$ cat config.mk
export PLATFORM = sky130hd
export DESIGN_NAME = sprite_fetch_ctrl_flat
export DESIGN_NICKNAME = d
export VERILOG_FILES = /design/src/rtl/sprite_pkg.sv /design/src/rtl/sprite_fetch_ctrl_if.sv /design/src/rtl/sprite_prio_mux.sv /design/src/rtl/sprite_fetch_ctrl.sv /design/src/flat_wrapper.sv
export SDC_FILE = /design/constraint.sdc
export NUM_CORES = 1
export LEC_CHECK = 0
export CAP_MARGIN = 20
export CORE_AREA = 2 2 90 92
export DETAILED_ROUTE_END_ITERATION = 12
export DIE_AREA = 0 0 92 94
export DONT_BUFFER_PORTS = 1
export HOLD_SLACK_MARGIN = 0.05
export PLACE_DENSITY = 0.77
export SYNTH_ARGS = -nofsm -noshare
export SYNTH_HDL_FRONTEND = slang
export SYNTH_SLANG_ARGS = --single-unit
$ cat constraint.sdc
create_clock -name clk -period 2.7 [get_ports clk]
set_clock_uncertainty 0.15 [all_clocks]
set_input_delay 0.54 -clock clk [delete_from_list [all_inputs] [get_ports clk]]
set_output_delay 0.54 -clock clk [all_outputs]
set_load 0.05 [all_outputs]
$ cat src/rtl/sprite_pkg.sv
// Shared types and field positions for the sprite fetch sequencer and its slot load bus.
package sprite_pkg;

    typedef enum logic {
        ST_IDLE,
        ST_FETCH
    } state_t;

    typedef enum logic [2:0] {
        STEP_ADDR_Y,
        STEP_CAP_Y,
        STEP_CAP_TILE,
        STEP_CAP_ATTR,
        STEP_CAP_X,
        STEP_PIX1,
        STEP_RD_HI,
        STEP_PIX2
    } step_t;

    // Per-slot load strobe bit indices
    localparam int unsigned LD_PIX1 = 3;
    localparam int unsigned LD_PIX2 = 2;
    localparam int unsigned LD_X    = 1;
    localparam int unsigned LD_ATTR = 0;

    // Shared load bus layout {pix1, pix2, x, color, prio}
    localparam int unsigned LI_W     = 27;
    localparam int unsigned LI_PIX1  = 19;
    localparam int unsigned LI_PIX2  = 11;
    localparam int unsigned LI_X     = 3;
    localparam int unsigned LI_COLOR = 1;
    localparam int unsigned LI_PRIO  = 0;

    localparam int unsigned ATTR_VFLIP = 7;
    localparam int unsigned ATTR_HFLIP = 6;
    localparam int unsigned ATTR_PRIO  = 5;

    function automatic logic [7:0] bit_rev8(input logic [7:0] d);
        return {<<{d}};
    endfunction

    function automatic logic [31:0] slot_strobe(input logic [2:0] slot, input int unsigned ld_bit);
        return 32'd1 << ({slot, 2'b00} | 5'(ld_bit));
    endfunction

endpackage

$ cat src/rtl/sprite_fetch_ctrl_if.sv
// Memory and slot-bank bus between the fetch sequencer (master) and OAM/VRAM/slots (slave).
interface sprite_fetch_ctrl_if;
    import sprite_pkg::*;

    logic [4:0]      oam_addr;
    logic [7:0]      oam_data;
    logic            pat_rd;
    logic [12:0]     pat_addr;
    logic [7:0]      vram_data;
    logic [31:0]     slot_load;
    logic [LI_W-1:0] slot_load_in;
    logic [39:0]     slot_bits;

    modport master (
        output oam_addr, pat_rd, pat_addr, slot_load, slot_load_in,
        input  oam_data, vram_data, slot_bits
    );

    modport slave (
        input  oam_addr, pat_rd, pat_addr, slot_load, slot_load_in,
        output oam_data, vram_data, slot_bits
    );

endinterface

$ cat src/rtl/sprite_prio_mux.sv
// Picks the lowest-index slot with a non-transparent pixel; reports whether slot 0 won.
module sprite_prio_mux (
    input  logic [39:0] slot_bits,
    output logic [4:0]  pixel,
    output logic        slot0_win
);

    logic found;

    always_comb begin
        pixel = '0;
        found = 1'b0;
        for (int unsigned i = 0; i < 8; i++) begin
            if (!found && (slot_bits[5*i +: 2] != 2'b00)) begin
                pixel = slot_bits[5*i +: 5];
                found = 1'b1;
            end
        end
        slot0_win = (slot_bits[1:0] != 2'b00);
    end

endmodule

$ cat src/rtl/sprite_fetch_ctrl.sv
// HBlank sprite fetch sequencer: reads secondary OAM, fetches both pattern planes per slot
// and strobes the results into the 8 sprite slots; also resolves the slots' pixel priority.
module sprite_fetch_ctrl
    import sprite_pkg::*;
#(
    parameter int unsigned NUM_SLOTS = 8
) (
    input  logic                       clk,
    input  logic                       reset,
    input  logic                       ce,
    input  logic                       start,
    input  logic [3:0]                 sprite_count,
    input  logic                       sprite0_in,
    input  logic [7:0]                 scanline,
    input  logic                       obj_size16,
    input  logic                       obj_table,
    sprite_fetch_ctrl_if.master        bus,
    output logic [4:0]                 spr_pixel,
    output logic                       spr0_opaque,
    output logic                       busy,
    output logic                       done
);

    state_t      state;
    step_t       step;
    logic [2:0]  slot;
    logic [7:0]  spr_y;
    logic [7:0]  spr_tile;
    logic [7:0]  spr_attr;
    logic        sprite0_flag;

    logic        slot_valid;
    logic [7:0]  row_raw;
    logic [7:0]  row;
    logic [12:0] pat_base;
    logic [7:0]  pix_data;
    logic        slot0_win;

    assign slot_valid = ({1'b0, slot} < sprite_count);
    assign row_raw    = scanline - spr_y;

    always_comb begin
        row = row_raw;
        if (spr_attr[ATTR_VFLIP]) begin
            row = row_raw ^ (obj_size16 ? 8'h0F : 8'h07);
        end
    end

    // Plane select is bit 3 in both layouts; pat_base is the low plane.
    assign pat_base = obj_size16 ? {spr_tile[0], spr_tile[7:1], row[3], 1'b0, row[2:0]}
                                 : {obj_table, spr_tile, 1'b0, row[2:0]};

    always_comb begin
        pix_data = '0;
        if (slot_valid) begin
            pix_data = spr_attr[ATTR_HFLIP] ? bus.vram_data : bit_rev8(bus.vram_data);
        end
    end

    always_ff @(posedge clk) begin
        if (reset) begin
            state            <= ST_IDLE;
            step             <= STEP_ADDR_Y;
            slot             <= '0;
            spr_y            <= '0;
            spr_tile         <= '0;
            spr_attr         <= '0;
            sprite0_flag     <= 1'b0;
            busy             <= 1'b0;
            done             <= 1'b0;
            bus.oam_addr     <= '0;
            bus.pat_rd       <= 1'b0;
            bus.pat_addr     <= '0;
            bus.slot_load    <= '0;
            bus.slot_load_in <= '0;
        end else if (ce) begin
            done             <= 1'b0;
            bus.pat_rd       <= 1'b0;
            bus.slot_load    <= '0;
            bus.slot_load_in <= '0;
            if (start) begin
                state        <= ST_FETCH;
                step         <= STEP_ADDR_Y;
                slot         <= '0;
                busy         <= 1'b1;
                sprite0_flag <= sprite0_in;
            end else if (state == ST_FETCH) begin
                case (step)
                    STEP_ADDR_Y: begin
                        bus.oam_addr <= {slot, 2'd0};
                    end
                    STEP_CAP_Y: begin
                        spr_y        <= bus.oam_data;
                        bus.oam_addr <= {slot, 2'd1};
                    end
                    STEP_CAP_TILE: begin
                        spr_tile     <= bus.oam_data;
                        bus.oam_addr <= {slot, 2'd2};
                    end
                    STEP_CAP_ATTR: begin
                        spr_attr      <= bus.oam_data;
                        bus.oam_addr  <= {slot, 2'd3};
                        bus.slot_load <= slot_strobe(slot, LD_ATTR);
                        if (slot_valid) begin
                            bus.slot_load_in[LI_COLOR +: 2] <= bus.oam_data[1:0];
                            bus.slot_load_in[LI_PRIO]       <= bus.oam_data[ATTR_PRIO];
                        end
                    end
                    STEP_CAP_X: begin
                        bus.slot_load               <= slot_strobe(slot, LD_X);
                        bus.slot_load_in[LI_X +: 8] <= slot_valid ? bus.oam_data : 8'hFF;
                        bus.pat_rd                  <= 1'b1;
                        bus.pat_addr                <= pat_base;
                    end
                    STEP_PIX1: begin
                        bus.slot_load                  <= slot_strobe(slot, LD_PIX1);
                        bus.slot_load_in[LI_PIX1 +: 8] <= pix_data;
                    end
                    STEP_RD_HI: begin
                        bus.pat_rd   <= 1'b1;
                        bus.pat_addr <= pat_base | 13'h0008;
                    end
                    STEP_PIX2: begin
                        bus.slot_load                  <= slot_strobe(slot, LD_PIX2);
                        bus.slot_load_in[LI_PIX2 +: 8] <= pix_data;
                    end
                    default: ;
                endcase

                step <= step_t'(step + 3'd1);
                if (step == STEP_PIX2) begin
                    if (slot == 3'(NUM_SLOTS - 1)) begin
                        state <= ST_IDLE;
                        slot  <= '0;
                        busy  <= 1'b0;
                        done  <= 1'b1;
                    end else begin
                        slot <= slot + 3'd1;
                    end
                end
            end
        end
    end

    sprite_prio_mux u_prio_mux (
        .slot_bits (bus.slot_bits),
        .pixel     (spr_pixel),
        .slot0_win (slot0_win)
    );

    assign spr0_opaque = sprite0_flag && slot0_win;

endmodule

$ cat src/flat_wrapper.sv
// flat-port wrapper written by rule: the top's interface ports become plain ports
module sprite_fetch_ctrl_flat import sprite_pkg::*;
#(
    parameter int unsigned NUM_SLOTS = 8
)
  (clk, reset, ce, start, sprite_count, sprite0_in, scanline, obj_size16, obj_table, spr_pixel, spr0_opaque, busy, done, bus_oam_addr, bus_pat_rd, bus_pat_addr, bus_slot_load, bus_slot_load_in, bus_oam_data, bus_vram_data, bus_slot_bits);
  sprite_fetch_ctrl_if bus_i ();
  input  logic clk;
  input  logic reset;
  input  logic ce;
  input  logic start;
  input  logic [3:0] sprite_count;
  input  logic sprite0_in;
  input  logic [7:0] scanline;
  input  logic obj_size16;
  input  logic obj_table;
  output logic [4:0] spr_pixel;
  output logic spr0_opaque;
  output logic busy;
  output logic done;
  output wire logic [$bits(bus_i.oam_addr)-1:0] bus_oam_addr;
  output wire logic [$bits(bus_i.pat_rd)-1:0] bus_pat_rd;
  output wire logic [$bits(bus_i.pat_addr)-1:0] bus_pat_addr;
  output wire logic [$bits(bus_i.slot_load)-1:0] bus_slot_load;
  output wire logic [$bits(bus_i.slot_load_in)-1:0] bus_slot_load_in;
  input wire logic [$bits(bus_i.oam_data)-1:0] bus_oam_data;
  input wire logic [$bits(bus_i.vram_data)-1:0] bus_vram_data;
  input wire logic [$bits(bus_i.slot_bits)-1:0] bus_slot_bits;
  assign bus_oam_addr = bus_i.oam_addr;
  assign bus_pat_rd = bus_i.pat_rd;
  assign bus_pat_addr = bus_i.pat_addr;
  assign bus_slot_load = bus_i.slot_load;
  assign bus_slot_load_in = bus_i.slot_load_in;
  assign bus_i.oam_data = bus_oam_data;
  assign bus_i.vram_data = bus_vram_data;
  assign bus_i.slot_bits = bus_slot_bits;
  sprite_fetch_ctrl #(.NUM_SLOTS(NUM_SLOTS)) u_core (.clk(clk), .reset(reset), .ce(ce), .start(start), .sprite_count(sprite_count), .sprite0_in(sprite0_in), .scanline(scanline), .obj_size16(obj_size16), .obj_table(obj_table), .bus(bus_i), .spr_pixel(spr_pixel), .spr0_opaque(spr0_opaque), .busy(busy), .done(done));
endmodule
# [Word-level counts from Yosys, hierarchy flattened]
# Cells that the tools add are included.
[word_totals] n_memories=0 ramBits=0 ff_bits=108 word_cells=125 latch_bits=0 mem_bits_ro=0 input_bits=75 output_inout_bits=86
[classes] add_sub_neg=3 mux=54 multipliers=0 div_mod_pow=0 n_eq_ne=8 n_shift=4 reduce_logical=39 bitwise=2 order_cmp=1
[op_table] op="one-hot mux 32 bit (4 select lines)" count=1
[op_table] op="<< shifter 1 x 5 -> 32 bit (first input constant)" count=4
[op_table] op="two-way mux 32 bit" count=2
[op_table] op="two-way mux 27 bit" count=2
[op_table] op="two-way mux 8 bit" count=6
[op_table] op="two-way mux 5 bit" count=8
[op_table] op="one-hot mux 13 bit (2 select lines)" count=1
[op_table] op="two-way mux 3 bit" count=8
[op_table] op="AND reduction 4 bit" count=6
[op_table] op="nonzero test 2 bit" count=12
[op_table] op="two-way mux 1 bit" count=22
[op_table] op="one-hot mux 5 bit (4 select lines)" count=1
[op_table] op="== test 3 bit (second input constant)" count=5
[op_table] op="two-way mux 13 bit" count=1
[op_table] op="logical AND 1 bit" count=8
[op_table] op="two-way mux 4 bit" count=2
[op_table] op="logical NOT 1 bit" count=7
[op_table] op="adder 3 x 1 -> 3 bit (second input constant)" count=2
[op_table] op="== test 3 x 2 -> 1 bit (second input constant)" count=2
[op_table] op="< comparator 3 x 4 -> 1 bit" count=1
[op_table] op="AND reduction 2 bit" count=2
[op_table] op="nonzero test 4 bit" count=1
[op_table] op="subtractor 4 bit" count=1
[op_table] op="XOR 4 bit" count=1
[op_table] op="other kinds (5)" count=5

# [Depth between registers and ports, before layout]
# Gate-level depths: netlist of run 1.
[depth] word_depth=23 depth_mapped=8

# [Cells and area by module]
# Synthesis of run 1 repeated with hierarchy kept, for this count alone.
[unflattened] cells_unflattened=534 hier_area_um2=4832.1
[modules_own_cells] module="sprite_fetch_ctrl" instances=1 area_each_um2=4388.0 cells_each=467
[modules_own_cells] module="sprite_prio_mux" instances=1 area_each_um2=444.2 cells_each=67

# [Worst setup path before layout of run 1]
# Ideal clock, no wire load.
[synth_path] path_type="input port to output port" startpoint="input port bus_slot_bits[0]" endpoint="output port spr_pixel[4]" arrival_time_ps=2009 slack_ps=1 cell_stages=5 t_required_ps=2010 path_cell_list="nor4_4 nor2b_1 a222oi_1 nor4b_1 nor2_1"
[synth_via] elab_chain_len=23 elab_cells_between_ends=30 cone_classes="mux: 15; reduce/logical: 15"
[synth_lines] element="start: declaration" line_no="flat_wrapper.sv:28" text="input wire logic [$bits(bus_i.slot_bits)-1:0] bus_slot_bits;"
[synth_lines] element="nonzero test 2 bit (*)" line_no="sprite_prio_mux.sv:14" text="if (!found && (slot_bits[5*i +: 2] != 2'b00)) begin"
[synth_lines] element="two-way mux 1 bit" line_no="sprite_prio_mux.sv:14"
[synth_lines] element="logical NOT 1 bit" line_no="sprite_prio_mux.sv:14"
[synth_lines] element="logical AND 1 bit" line_no="sprite_prio_mux.sv:14"
[synth_lines] element="two-way mux 1 bit" line_no="sprite_prio_mux.sv:14"
[synth_lines] element="logical NOT 1 bit" line_no="sprite_prio_mux.sv:14"
[synth_lines] element="logical AND 1 bit" line_no="sprite_prio_mux.sv:14"
[synth_lines] element="two-way mux 1 bit" line_no="sprite_prio_mux.sv:14"
[synth_lines] element="(+7 left out)"
[synth_lines] element="logical AND 1 bit" line_no="sprite_prio_mux.sv:14"
[synth_lines] element="two-way mux 1 bit" line_no="sprite_prio_mux.sv:14"
[synth_lines] element="logical NOT 1 bit" line_no="sprite_prio_mux.sv:14"
[synth_lines] element="logical AND 1 bit" line_no="sprite_prio_mux.sv:14"
[synth_lines] element="two-way mux 1 bit" line_no="sprite_prio_mux.sv:14"
[synth_lines] element="logical NOT 1 bit" line_no="sprite_prio_mux.sv:14"
[synth_lines] element="logical AND 1 bit" line_no="sprite_prio_mux.sv:14"
[synth_lines] element="two-way mux 5 bit (*)" line_no="sprite_prio_mux.sv:14"
[synth_lines] element="end: declaration" line_no="flat_wrapper.sv:17" text="output logic [4:0] spr_pixel;"
# Mark *: on every way between the ends. The rest lies on a longest branch, timed or not.

# [Worst setup path in the final report of run 1]
[layout_path] startpoint="input port bus_slot_bits[6]" endpoint="output port spr_pixel[4]"
[layout_via] elab_chain_len=21 elab_cells_between_ends=27 cone_classes="mux: 13; reduce/logical: 14"
[layout_lines] element="nonzero test 2 bit (*)" line_no="sprite_prio_mux.sv:14"
[layout_lines] element="logical AND 1 bit (*)" line_no="sprite_prio_mux.sv:14"
[layout_lines] element="two-way mux 1 bit" line_no="sprite_prio_mux.sv:14"
[layout_lines] element="logical NOT 1 bit" line_no="sprite_prio_mux.sv:14"
[layout_lines] element="logical AND 1 bit" line_no="sprite_prio_mux.sv:14"
[layout_lines] element="two-way mux 1 bit" line_no="sprite_prio_mux.sv:14"
[layout_lines] element="logical NOT 1 bit" line_no="sprite_prio_mux.sv:14"
[layout_lines] element="logical AND 1 bit" line_no="sprite_prio_mux.sv:14"
[layout_lines] element="(+5 left out)"
[layout_lines] element="logical AND 1 bit" line_no="sprite_prio_mux.sv:14"
[layout_lines] element="two-way mux 1 bit" line_no="sprite_prio_mux.sv:14"
[layout_lines] element="logical NOT 1 bit" line_no="sprite_prio_mux.sv:14"
[layout_lines] element="logical AND 1 bit" line_no="sprite_prio_mux.sv:14"
[layout_lines] element="two-way mux 1 bit" line_no="sprite_prio_mux.sv:14"
[layout_lines] element="logical NOT 1 bit" line_no="sprite_prio_mux.sv:14"
[layout_lines] element="logical AND 1 bit" line_no="sprite_prio_mux.sv:14"
[layout_lines] element="two-way mux 5 bit (*)" line_no="sprite_prio_mux.sv:14"
# Marked as above.

==> run summary, run 1 <==
status -> finished, final reports clean
CP Max Fanout -> 5
Critical Path Sink Type -> output pin
period utilization -> 96.6%
DIE AREA -> 8650 um^2
Final Net Count -> 631
DRT Pass-1 Iters -> 5
worst hold slack -> 109 ps
Max-Cap Viols -> 0
Syn Inst Count -> 545
DR vias -> 3907
syn avg cell area -> 8.56 um^2
Worst R2R Start -> u_core.step[1]$_SDFFE_PP0P_
most frequent cells after synthesis -> 102 x dfxtp_1, 75 x a21oi_1, 74 x nor2_1
data arrival time of the critical path -> 1920 ps
DRC -> 0
H-tree depth -> 3
per-cell routed wire length -> 16.8 um
Post-synth EDFFs -> 0
crit path cell chain -> nor4_4 > nand4_1 > or4_4 > o22ai_1 > nor2_1 > buf_4
GRT Total Usage -> 24.9%
Post-DRT Antenna Nets -> 0
top-count cell post-synth -> dfxtp_1
total routed wirelength -> 10900 um
TNS Setup -> 0 ps
Hold Crit Depth -> 1
relative slew slack -> 51.3%
Slew @ Worst Pin -> 730 ps
Root Buffer -> clkbuf_8
pre-CTS setup slack -> 10.8 ps
Worst VDD drop -> 0.000376 V
Area Growth Syn to Fin -> 8.18%
power density over cell area -> 514 nW/um^2
CP max-delay cell -> or4_4
DR iter-0 viols -> 241
Synth top area share -> 43.8%
Die Y-Extent -> 94 um
worst reg2reg path depth -> 7
Syn Nets -> 634
ys flop type -> dfxtp_1
CP startpoint -> bus_slot_bits[6]
CTS tree -> built
Buf/Inv on CP -> 1
Layout Utilization -> 66.3%
main area contributors after synthesis -> dfxtp_1 44%, a21oi_1 8.0%, nor2_1 6.0%
core area -> 7610 um^2
clock slew at reported path FFs -> 110 ps
vias in the first global route -> 3728
Synth Cell Area -> 4660 um^2
CP Launch Type -> input pin
ys async rst share -> 0%
Non-Filler Instances -> 649
dominant cell type by area after synthesis -> dfxtp_1
antenna diode count -> 0
Cell variety after synth -> 51
R2R Setup Slk -> 410 ps
Vias/cell -> 6.02
layout cells sized above 1 -> 9.32%
post-synthesis register bit count -> 102
Hold Buf Count CTS -> 0
max incr delay on CP -> 460 ps
Row Count -> 32
Sink Count -> 102
Leak -> 1.86 nW
Seq/Total Area, Yosys -> 43.8%
dpl cells -> 633
CTS Buf Count -> 9
Max Slew Vio Count -> 0
Worst path top cell family by delay -> simple AND/OR/NAND/NOR gates
RR Endpoint -> u_core.bus.oam_addr[3]$_SDFFE_PP0P_
Port Buffers -> 0
CP Class -> input pin to output pin
fillers -> 647
Clock Latency Late Sink -> 360 ps
Final Hold Viols -> 0
hold path startpoint -> reset
die width -> 92 um
Congestion Overflow GR -> 0
minimum clock period -> 2610 ps
post-CTS setup buffers -> 0
Min-Delay Endpoint -> u_core.spr_tile[4]$_SDFFE_PP0P_
post-route setup slack -> 92.3 ps
initial antenna violation count -> 0
first-pass GRT wire length -> 17600 um
Max Buffers Root-to-Sink -> 2
largest net degree at the start of global routing -> 92
fmax -> 383 MHz
I/O pin cnt -> 161
routability cong. -> 0.832
Final setup viols -> 0
hold crit path type -> input pin to flop
initial core utilization -> 61.3%
Yosys warnings -> 0
DP HPWL -> 7760 um
Required @ worst endpoint -> 2010 ps
-- sequential cells by signal (all words and copies together) (netlist names) --
name	flops
u_core.sprite0_flag	1
u_core.bus.slot_load	32
u_core.spr_y	4
u_core.bus.pat_rd	1
u_core.busy	1
u_core.step	3
u_core.bus.pat_addr	13
u_core.done	1
u_core.spr_attr	2
u_core.bus.slot_load_in	27
u_core.slot	3
u_core.state	1
u_core.bus.oam_addr	5
u_core.spr_tile	8
-- per-layer routing --
metal  vias up  wire [um]  global-route usage, %  share of wire [%]
li1       1910          -                      -                  -
met1      1825       4580                   31.5                 42
met2       159       5330                   41.7                 49
met3        13        879                   7.06                8.0
met4         0        148                   7.34                1.4
met5         -          0                      0                  0
-- how the worst max path moves through the flow --
| stage | endpoint | cells past startpoint |
|---|---|---|
| 4_1_cts | spr_pixel[4] | 6 |
| 3_5_place_dp | spr_pixel[4] | 6 |
| 2_1_floorplan | spr_pixel[4] | 5 |
| 3_3_place_gp | spr_pixel[2] | 6 |
| 5_1_grt | spr_pixel[3] | 6 |
| 6_report | spr_pixel[4] | 6 |
-- cell type report --
type	count	area (um^2)	area share (%)
Tap cell	102	128	2.53
Sequential cell	102	2040	40.5
Clock buffer	11	151	3.00
Inverter	17	63.8	1.26
Clock inverter	5	51.3	1.02
Multi-Input combinational cell	394	2440	48.5
Timing Repair Buffer	18	164	3.25
-- cells in the final DEF (no fill, tap or decap), drive strengths merged, types with 7 or more instances in the layout --
cell and count:
dfxtp 102, a21oi 75, nor2 74, nand2 50, nor2b 34, nand3 20
inv 19, buf 18, mux2i 15, a32o 14, ha 13, clkbuf 11
a221o 9, nor3b 9, o21ai 8, xnor2 7, nor3 7
-- worst reg2reg max path: stages (launching register included) --
cell,delay (ps)
dfxtp_1,440
inv_1,150
ha_1,360
nor3_1,190
nor2_1,60
o21ai_1,520
mux2i_1,260
nor2_1,60
-- repair_timing --
item	4_1_cts	5_1_grt
endpoints found under the setup margin	1	3
pin swaps	0	2
hold endpoints to repair	0	0
gates resized for setup	1	3
-- stage by stage --
| stage | total power [mW] | area [um^2] |
|---|---|---|
| after floorplan | 1.67 | 4660 |
| after global placement | 1.68 | 4820 |
| after detailed placement | 1.68 | 4820 |
| after CTS | 2.61 | 5030 |
| after global routing | 2.69 | 5040 |
| final | 2.59 | 5040 |
-- cells by family (layout without fill, tap and decap cells) --
logic type / Yosys count / count (layout) / share of synthesized area (%)
and+or+nand+nor: 221 / 221 / 24.5
buffers and inverters: 49 / 51 / 4.11
muxes: 16 / 16 / 3.46
adders and majority gates: 14 / 14 / 3.92
DFF: 102 / 102 / 43.8
xor gates and xnor gates: 7 / 7 / 1.31
AOI/OAI and AO/OA: 136 / 136 / 18.9
-- power breakdown --
group	total, mW	internal [mW]	switching, mW
logic	0.136	0.0576	0.0782
registers	1.51	1.51	0.00729
clock network	0.944	0.404	0.539
Power figures use the tool's default switching activity.
==> run 2: changes to the inputs <==
CELL_PAD_IN_SITES_DETAIL_PLACEMENT = 1   (was not set)
CELL_PAD_IN_SITES_GLOBAL_PLACEMENT = 1   (was not set)
CORE_AREA = 2 2 104 106   (was 2 2 90 92)
DIE_AREA = 0 0 106 108   (was 0 0 92 94)
PLACE_DENSITY = not set   (was 0.77)
PLACE_DENSITY_LB_ADDON = 0.1   (was not set)
==> run 2 against run 1 <==
Against the previous run:
- critical endpoint unchanged
- total power fell by 1.5%
- sequential power is essentially flat
- combinational power is essentially flat
- fmax is 0.17% lower
==> run summary, run 2 (synthesis gave the netlist of run 1 again) <==
Max-Cap Viols -> 0
largest net degree at the start of global routing -> 92
Max Buffers Root-to-Sink -> 2
Final Hold Viols -> 0
dpl cells -> 669
Vias/cell -> 5.69
GRT Total Usage -> 22.1%
vias in the first global route -> 4116
RSZ-0062 raised after global routing -> yes
Buf/Inv on CP -> 1
period utilization -> 96.7%
power density over cell area -> 503 nW/um^2
Final setup viols -> 0
H-tree depth -> 3
Biggest register -> u_core.bus.slot_load
CTS tree -> built
initial antenna violation count -> 0
Post-DRT Antenna Nets -> 0
relative slew slack -> 41.5%
antenna diode count -> 0
CTS Buf Count -> 9
fmax -> 383 MHz
Max Slew Vio Count -> 0
Critical Path Sink Type -> output pin
DP HPWL -> 9080 um
Port Buffers -> 0
I/O pin cnt -> 161
Layout Utilization -> 49.7%
per-cell routed wire length -> 18.4 um
hold crit path type -> input pin to flop
largest registers -> u_core.bus.slot_load x32, u_core.bus.slot_load_in x27, u_core.bus.pat_addr x13
max incr delay on CP -> 460 ps
DR vias -> 3895
Worst path top cell family by delay -> simple AND/OR/NAND/NOR gates
TNS Setup -> 0 ps
Final Net Count -> 633
DIE AREA -> 11400 um^2
crit path cell chain -> nor4_4 > nand4_1 > or4_4 > o22ai_1 > nor2_1 > buf_6
Row Count -> 37
DRT Pass-1 Iters -> 5
Root Buffer -> clkbuf_8
DR iter-0 viols -> 244
core area -> 10200 um^2
Area Growth Syn to Fin -> 8.93%
first-pass GRT wire length -> 20500 um
CP Launch Type -> input pin
die width -> 106 um
multi-input logic area -> 2450 um^2
layout cells sized above 1 -> 9.84%
Congestion Overflow GR -> 0
Worst VDD drop -> 0.000228 V
highest-count cells in the layout ignoring fill and taps -> 102 x dfxtp_1, 75 x a21oi_1, 73 x nor2_1
data arrival time of the critical path -> 1920 ps
initial core utilization -> 45.6%
WP depth -> 6
Die Y-Extent -> 108 um
Hold Crit Depth -> 1
CP Max Fanout -> 5
minimum clock period -> 2610 ps
worst reg2reg path depth -> 5
DRC -> 0
status -> finished, final reports clean
Required @ worst endpoint -> 2010 ps
max reg flops -> 32
Non-Filler Instances -> 685
Leak -> 1.85 nW
CP max-delay cell -> or4_4
post-route setup slack -> 87.9 ps
total routed wirelength -> 12600 um
CP Class -> input pin to output pin
Slew @ Worst Pin -> 877 ps
fillers -> 1199
clock slew at reported path FFs -> 110 ps
commonest non-fill, non-tap cell in the layout -> dfxtp_1
routability cong. -> 0.769
Reg area -> 2040 um^2
pre-CTS setup slack -> 20.0 ps
Sink Count -> 102
Clock Latency Late Sink -> 360 ps
[run 2: cell types whose count changed in the layout (fill, tap and decap cells not counted), sizes merged]
cell      previous run  this run
buf                 18        20
clkinv               3         1
clkinvlp             0         2
[run 2: timing repair]
| item | 4_1_cts | 5_1_grt |
|---|---|---|
| endpoints found under the setup margin | 0 | 3 |
| gates resized for setup | 0 | 6 |
| buffers inserted | 0 | 0 |
| hold buffers | 0 | 0 |
[run 2: per-stage QoR]
step / power [mW] / hold WS, ps / cell area (um^2)
floorplan: 1.67 / 282 / 4660
global placement: 1.68 / 290 / 4870
detailed placement: 1.68 / 293 / 4870
CTS: 2.58 / 74.2 / 5050
global route: 2.65 / 67.9 / 5080
finish: 2.56 / 117 / 5080
[run 2: final cells by class]
type                    count  area share (%)
multi-input cells         394            48.3
inverters                  17            1.26
clock buffers              11            2.78
repair buffers             20            3.35
well taps                 136            3.35
flip-flops and latches    102            40.2
clock inverters             5           0.813
[run 2: report_power, final]
group | internal [mW] | total [mW] | switching, mW
sequential | 1.51 | 1.51 | 0.00796
combinational | 0.0572 | 0.137 | 0.0793
clock | 0.370 | 0.905 | 0.535
total | 1.93 | 2.56 | 0.622
[run 2: layer usage]
metal	vias to the layer above	wire (um)	global-route usage, %
met4	0	106	6.95
met3	9	815	6.21
met1	1883	5460	27.1
li1	1904	-	-
met5	-	0	0
met2	99	6210	38.0
[run 2: final timing paths]
check	start	end	slack [ps]
setup reg to reg	u_core.step[2]$_SDFFE_PP0P_	u_core.bus.slot_load[22]$_SDFFE_PP0P_	330
hold / removal	reset	u_core.bus.pat_addr[3]$_SDFFE_PP0P_	120
hold reg to reg	u_core.spr_tile[5]$_SDFFE_PP0P_	u_core.bus.pat_addr[9]$_SDFFE_PP0P_	310
setup / recovery	bus_slot_bits[6]	spr_pixel[4]	90
[run 2: worst reg2reg max path: stages (launching register included)]
cell and delay, ps:
dfxtp_1 670, ha_1 410, a21oi_1 70, a21oi_1 700
a21oi_1 190, nor2_1 120
